--- src/rtl/receiver_pkg.sv ---
// Shared 802.11a framing definitions: field widths, descrambler constants,
// receiver state encoding and the symbol-boundary counter helper.
package receiver_pkg;

    localparam int N_DBPS        = 24;
    localparam int PREAMBLE_BITS = 96;
    localparam int RATE_BITS     = 4;
    localparam int LEN_BITS      = 12;
    localparam int SIG_TAIL_BITS = 6;
    localparam int SERVICE_BITS  = 16;
    localparam int TAIL_BITS     = 6;

    // x^7 + x^4 + 1 : feedback taken from s[6] and s[3]
    localparam logic [6:0] LFSR_TAPS = 7'b100_1000;
    localparam logic [6:0] SEED      = 7'h7F;

    // field/align counter must hold LENGTH*8 (up to 32760)
    localparam int FLD_W = 15;
    localparam int CNT_W = 16;

    typedef enum logic [3:0] {
        ST_HUNT,
        ST_SYNC,
        ST_RATE,
        ST_RESERVED,
        ST_LENGTH,
        ST_PARITY,
        ST_SIG_TAIL,
        ST_SERVICE,
        ST_PSDU,
        ST_DATA_TAIL,
        ST_PAD
    } rx_state_e;

    // frame bit position modulo N_DBPS
    function automatic logic [CNT_W-1:0] sym_inc(input logic [CNT_W-1:0] c);
        return (c == CNT_W'(N_DBPS - 1)) ? '0 : c + CNT_W'(1);
    endfunction

endpackage

--- src/rtl/receiver_descrambler.sv ---
// Additive x^7+x^4+1 descrambler. Load forces the state to SEED for the
// current bit, so the first SERVICE bit is descrambled with the seed itself.
module descrambler
    import receiver_pkg::*;
(
    input  logic Clock,
    input  logic Reset,
    input  logic Load,
    input  logic Enable,
    input  logic Input,
    output logic Output
);

    logic [6:0] s_q, s_d, cur;
    logic       fb;

    // effective state, keystream bit and next state
    always_comb begin
        cur    = Load ? SEED : s_q;
        fb     = ^(cur & LFSR_TAPS);
        Output = Input ^ fb;
        s_d    = (Load || Enable) ? {cur[5:0], fb} : s_q;
    end

    // LFSR state register
    always_ff @(posedge Clock or negedge Reset) begin
        if (!Reset) s_q <= '0;
        else        s_q <= s_d;
    end

endmodule

--- src/rtl/receiver.sv ---
// Serial 802.11a frame receiver: preamble lock, SIGNAL parse/check,
// DATA descrambling and PSDU bit output, padding to N_DBPS boundaries.
module receiver
    import receiver_pkg::*;
(
    input  logic                Clock,
    input  logic                Reset,
    input  logic                Input,
    output logic                Data_out,
    output logic                Data_valid,
    output logic [RATE_BITS-1:0] Rate,
    output logic [LEN_BITS-1:0]  Length,
    output logic                Signal_valid,
    output logic                Signal_error,
    output logic                Frame_done,
    output logic                Busy
);

    rx_state_e              state_q, state_d;
    logic [FLD_W-1:0]       fld_q, fld_d, fld_inc, psdu_bits;
    logic [CNT_W-1:0]       cnt_q, cnt_d;
    logic                   prev_q, prev_d;
    logic [RATE_BITS-1:0]   rsh_q, rsh_d, rate_q, rate_d;
    logic [LEN_BITS-1:0]    lsh_q, lsh_d, len_q, len_d;
    logic                   res_q, res_d;
    logic                   par_q, par_d;
    logic                   dout_q, dout_d;
    logic                   dval_q, dval_d;
    logic                   sv_q, sv_d;
    logic                   se_q, se_d;
    logic                   fd_q, fd_d;
    logic                   busy_q, busy_d;
    logic                   ds_load, ds_en, ds_out;

    descrambler u_descr (
        .Clock  (Clock),
        .Reset  (Reset),
        .Load   (ds_load),
        .Enable (ds_en),
        .Input  (Input),
        .Output (ds_out)
    );

    assign psdu_bits = {len_q, 3'b000};

    // parser next-state and output decode, one line bit per cycle
    always_comb begin
        state_d = state_q;
        fld_d   = fld_q;
        fld_inc = fld_q + FLD_W'(1);
        cnt_d   = sym_inc(cnt_q);
        prev_d  = Input;
        rsh_d   = rsh_q;
        lsh_d   = lsh_q;
        res_d   = res_q;
        par_d   = par_q;
        rate_d  = rate_q;
        len_d   = len_q;
        dout_d  = 1'b0;
        dval_d  = 1'b0;
        sv_d    = 1'b0;
        se_d    = 1'b0;
        fd_d    = 1'b0;
        busy_d  = busy_q;
        ds_load = 1'b0;
        ds_en   = 1'b0;

        unique case (state_q)
            ST_HUNT: begin
                cnt_d = '0;
                if (Input) begin
                    state_d = ST_SYNC;
                    fld_d   = FLD_W'(1);
                    cnt_d   = CNT_W'(1);
                    busy_d  = 1'b1;
                end
            end
            ST_SYNC: begin
                if (Input == prev_q) begin
                    if (Input) begin
                        // a repeated 1 may itself be the start of a preamble
                        fld_d = FLD_W'(1);
                        cnt_d = CNT_W'(1);
                    end else begin
                        state_d = ST_HUNT;
                        fld_d   = '0;
                        cnt_d   = '0;
                        busy_d  = 1'b0;
                    end
                end else if (fld_inc == FLD_W'(PREAMBLE_BITS)) begin
                    state_d = ST_RATE;
                    fld_d   = '0;
                    par_d   = 1'b0;
                end else begin
                    fld_d = fld_inc;
                end
            end
            ST_RATE: begin
                rsh_d = {rsh_q[RATE_BITS-2:0], Input};
                par_d = par_q ^ Input;
                fld_d = fld_inc;
                if (fld_inc == FLD_W'(RATE_BITS)) begin
                    state_d = ST_RESERVED;
                    fld_d   = '0;
                end
            end
            ST_RESERVED: begin
                res_d   = Input;
                par_d   = par_q ^ Input;
                state_d = ST_LENGTH;
            end
            ST_LENGTH: begin
                lsh_d = {lsh_q[LEN_BITS-2:0], Input};
                par_d = par_q ^ Input;
                fld_d = fld_inc;
                if (fld_inc == FLD_W'(LEN_BITS)) begin
                    state_d = ST_PARITY;
                    fld_d   = '0;
                end
            end
            ST_PARITY: begin
                if (!(par_q ^ Input) && !res_q) begin
                    rate_d  = rsh_q;
                    len_d   = lsh_q;
                    sv_d    = 1'b1;
                    state_d = ST_SIG_TAIL;
                end else begin
                    se_d    = 1'b1;
                    state_d = ST_HUNT;
                    cnt_d   = '0;
                    busy_d  = 1'b0;
                end
            end
            ST_SIG_TAIL: begin
                fld_d = fld_inc;
                if (fld_inc == FLD_W'(SIG_TAIL_BITS)) begin
                    state_d = ST_SERVICE;
                    fld_d   = '0;
                end
            end
            ST_SERVICE: begin
                ds_load = (fld_q == '0);
                ds_en   = 1'b1;
                fld_d   = fld_inc;
                if (fld_inc == FLD_W'(SERVICE_BITS)) begin
                    state_d = (len_q == '0) ? ST_DATA_TAIL : ST_PSDU;
                    fld_d   = '0;
                end
            end
            ST_PSDU: begin
                ds_en  = 1'b1;
                dout_d = ds_out;
                dval_d = 1'b1;
                fld_d  = fld_inc;
                if (fld_inc == psdu_bits) begin
                    state_d = ST_DATA_TAIL;
                    fld_d   = '0;
                end
            end
            ST_DATA_TAIL: begin
                ds_en = 1'b1;
                fld_d = fld_inc;
                if (fld_inc == FLD_W'(TAIL_BITS)) begin
                    fld_d = '0;
                    if (cnt_d == '0) begin
                        state_d = ST_HUNT;
                        fd_d    = 1'b1;
                        busy_d  = 1'b0;
                    end else begin
                        state_d = ST_PAD;
                    end
                end
            end
            ST_PAD: begin
                ds_en = 1'b1;
                if (cnt_d == '0) begin
                    state_d = ST_HUNT;
                    fd_d    = 1'b1;
                    busy_d  = 1'b0;
                end
            end
            default: begin
                state_d = ST_HUNT;
                fld_d   = '0;
                cnt_d   = '0;
                busy_d  = 1'b0;
            end
        endcase
    end

    // state, counters and registered outputs
    always_ff @(posedge Clock or negedge Reset) begin
        if (!Reset) begin
            state_q <= ST_HUNT;
            fld_q   <= '0;
            cnt_q   <= '0;
            prev_q  <= 1'b0;
            rsh_q   <= '0;
            lsh_q   <= '0;
            res_q   <= 1'b0;
            par_q   <= 1'b0;
            rate_q  <= '0;
            len_q   <= '0;
            dout_q  <= 1'b0;
            dval_q  <= 1'b0;
            sv_q    <= 1'b0;
            se_q    <= 1'b0;
            fd_q    <= 1'b0;
            busy_q  <= 1'b0;
        end else begin
            state_q <= state_d;
            fld_q   <= fld_d;
            cnt_q   <= cnt_d;
            prev_q  <= prev_d;
            rsh_q   <= rsh_d;
            lsh_q   <= lsh_d;
            res_q   <= res_d;
            par_q   <= par_d;
            rate_q  <= rate_d;
            len_q   <= len_d;
            dout_q  <= dout_d;
            dval_q  <= dval_d;
            sv_q    <= sv_d;
            se_q    <= se_d;
            fd_q    <= fd_d;
            busy_q  <= busy_d;
        end
    end

    assign Data_out     = dout_q;
    assign Data_valid   = dval_q;
    assign Rate         = rate_q;
    assign Length       = len_q;
    assign Signal_valid = sv_q;
    assign Signal_error = se_q;
    assign Frame_done   = fd_q;
    assign Busy         = busy_q;

endmodule

--- config.mk ---
export PLATFORM = sky130hd
export DESIGN_NAME = receiver
export DESIGN_NICKNAME = d
export VERILOG_FILES = /design/src/rtl/receiver_pkg.sv /design/src/rtl/receiver_descrambler.sv /design/src/rtl/receiver.sv
export SDC_FILE = /design/constraint.sdc
export NUM_CORES = 1
export LEC_CHECK = 0
export ABC_AREA = 0
export ABC_CLOCK_PERIOD_IN_PS = 6000
export BUFFER_PORTS_ARGS = -buffer_cell sky130_fd_sc_hd__clkbuf_2
export CAP_MARGIN = 40
export CORE_ASPECT_RATIO = 0.6
export CORE_MARGIN = 1
export CORE_UTILIZATION = 34
export CTS_CLUSTER_SIZE = 20
export DETAILED_ROUTE_END_ITERATION = 6
export GPL_TIMING_DRIVEN = 0
export PLACE_DENSITY = 0.59
export SLEW_MARGIN = 40
export SYNTH_ARGS = -nofsm -noshare
export SYNTH_HDL_FRONTEND = slang
export SYNTH_SLANG_ARGS = --single-unit
--- constraint.sdc ---
create_clock -name Clock -period 6 [get_ports Clock]
set_input_delay 0.6 -clock Clock [delete_from_list [all_inputs] [get_ports Clock]]
set_output_delay 0.6 -clock Clock [all_outputs]
set_load 0.01 [all_outputs]
==> impl_metrics.toml <==
[run_status]
outcome = "completed"

[sta]
maxSlewHeadroom = 0.537
worst_pin_slew_ps = 694
slew_violations = 0
setup_tns_ps = 0
fmax_mhz = 288
period_needed_ps = 3480
post-route-period-util = 0.580
hold_viol = 0
rsz0062_at_grt = "no"
finClkSkew_ps = 8.50
setup_violations = 0

[clock_tree]
clock-root-buffer = "clkbuf_16"
cts_tree = "yes"
ctsResizeCount = 0
htree_levels = 3
post_cts_buffers = 0
clock-sinks = 83
cts_buffers = 9
clk_path_buf_depth = 2
hold_buffers = 0
clk_latency_ps = 350
clkTransAtPathRegs_ps = 70

[power]
max-vdd-ir-drop_v = 0.000175
p_per_area_nw_per_um2 = 430
leakagePower_nw = 2.52

[yosys]
synthArstFlopShare = 1.00
synth.largest_area_cell = "dfrtp_1"
synth.area.top_cells = "dfrtp_1 42%, mux2_2 7.9%, xnor2_1 4.7%"
synth_cell_types = 67
netlist.area_leader.share = 0.415
synth_edf_count = 0
netlist_area_um2 = 5000
ys_warn_count = 0
ys_seq_area_frac = 0.415
ys_ff_latch = 83
avgSynthCellArea_um2 = 9.42
yosysMostFrequentCell = "dfrtp_1"
synth_cells = 531
synth_commonest_cells = "83 x dfrtp_1, 46 x nor2_1, 43 x nand2_1"
synth_fp_nets = 540
synth_top_flop_cell = "dfrtp_1"

[worst_setup_path]
worst-setup-path-type = "reg -> reg"
crit_start = "fld_q[0]"
r2r-start = "fld_q[0]"
max_stage_delay_ps = 550
cp_num_buf_inv = 2
cp_cell_sequence = "ha_1, and4_1, and3_1, a31oi_1, a211o_1, o21ai_0, o2111a_1, nand3_2, buf_6, buf_6, a21oi_1, a31oi_1"
start_kind = "flop"
end_kind = "flop"
cpMaxStageDelayCell = "dfrtp_1"
crit_required_ps = 6190
cp_top_family = "compound AO/OA/AOI/OAI gates"
critPathMaxFanout = 10
cp.arrival_ps = 3670

[layout]
layout-drive-gt1-share = 0.180
fin_cells = 764
syn_to_final_growth_pct = 14.2
final_nets = 576
antenna-diode-count = 0
nFillCells = 1374

[detailed_routing]
routed_wl_mm = 13.4
drc = 0
vias = 4292
wl_per_cell_um = 17.5
viasPerCell = 5.62
ant_nets = 0
dr.pass1.iters = 5
drt_iter0_drc = 481

[global_route]
grt_overflow = 0
grt_max_degree = 65
grt_pass1_vias = 3948
antenna_found_initial = 0
track_usage = 0.190
grt_pass1_wl_mm = 21.8

[die]
die_h_um = 96.0
io_pins = 25
coreArea_um2 = 14000
die_w_um = 159
initial_utilization = 0.357
dieArea_um2 = 15200
fp-row-count = 33

[run]
max_cap_violations = 0

[place]
globalplace.congestion = 0.910
port_buffers = 24
place_inst = 748
dp_hpwl_mm = 9.77

[worst_hold_path]
hold_class = "in -> async"
[report_power, final]
group | total (mW) | switching [mW] | internal (mW)
Clock | 0.562 | 0.266 | 0.296
Combinational | 1.13 | 0.724 | 0.406
Sequential | 0.768 | 0.0955 | 0.673
Total | 2.46 | 1.08 | 1.38
[per-layer routing]
layer  GRT usage  share of wire  vias up  wire [um]
li1            -              -     2014          -
met5           0              0        -          0
met4      0.0449         0.0099        0        133
met2       0.250           0.39      171       5250
met3      0.0527          0.082       17       1100
met1       0.296           0.52     2090       6920
[cell families after synthesis]
kind of cell,Yosys count,share of synthesized area
XOR/XNOR,41,0.0718
AO/OA/AOI/OAI,116,0.149
flip-flops,83,0.415
AND/OR/NAND/NOR,204,0.224
adder cells (fa/ha/maj),7,0.0170
buffers and inverters,42,0.0385
multiplexers,38,0.0848
[worst reg2reg max path, delay by kind of cell, from the launching register on]
family	cells	cell delay, ps
flops	1	550
buf+inv	2	350
compound gates	6	1280
fa+ha+maj	1	330
simple gates	3	810
[state kept, by name, indices dropped and copies added, names as in the netlist]
name	cells
u_descr.s_q	7
state_q	4
rsh_q	4
Signal_error	1
Frame_done	1
cnt_q	16
Busy	1
Data_valid	1
res_q	1
par_q	1
lsh_q	12
Rate	4
prev_q	1
Length	12
Data_out	1
fld_q	15
Signal_valid	1
[cell type report]
class	count	area, um2	share of cell area
Buffer	32	155	0.0271
Clock buffer	9	225	0.0394
Clock inverter	7	76.3	0.0134
Inverter	10	37.5	0.00657
Multi-Input combinational cell	406	2750	0.481
Sequential cell	83	2080	0.363
Tap cell	192	240	0.0420
Timing Repair Buffer	25	156	0.0274
[through the flow]
stage	util	cell area, um2	setup WS [ps]	hold WS [ps]	total power [mW]
final	0.408	5720	2520	101	2.46
after global routing	0.408	5720	2310	97.6	2.63
after CTS	0.408	5720	2610	98.7	2.45
after detailed placement	0.387	5410	2630	475	1.88
after global placement	0.383	5360	2660	463	1.85
after floorplan	-	5000	3200	304	1.55
[placed cells by master, fill, tap and decap left out, drive strengths merged, types with 4 or more instances in the layout]
cell type,count
nand2,43
a21oi,25
mux2,35
nor2,46
buf,12
o22ai,7
and3,14
clkbuf,54
xor2,14
or3,6
inv,14
nand3,19
and4,4
nor3b,4
nor3,19
o31ai,4
nor4,12
nor2b,6
a31oi,15
o21ai,33
ha,6
xnor2,27
nand2b,7
dfrtp,83
a211o,5
nand4,10
[path summary, 6_finish.rpt]
check	slack, ps	depth (start not counted)	to
min in group Clock	470	1	prev_q
max	2520	12	fld_q[9]
max in group asynchronous	5350	2	u_descr.s_q[4]
max reg2reg	2520	12	fld_q[9]
min reg2reg	480	2	u_descr.s_q[4]
min	100	1	Rate[1]
No activity file was read; power rests on OpenSTA's default activity.
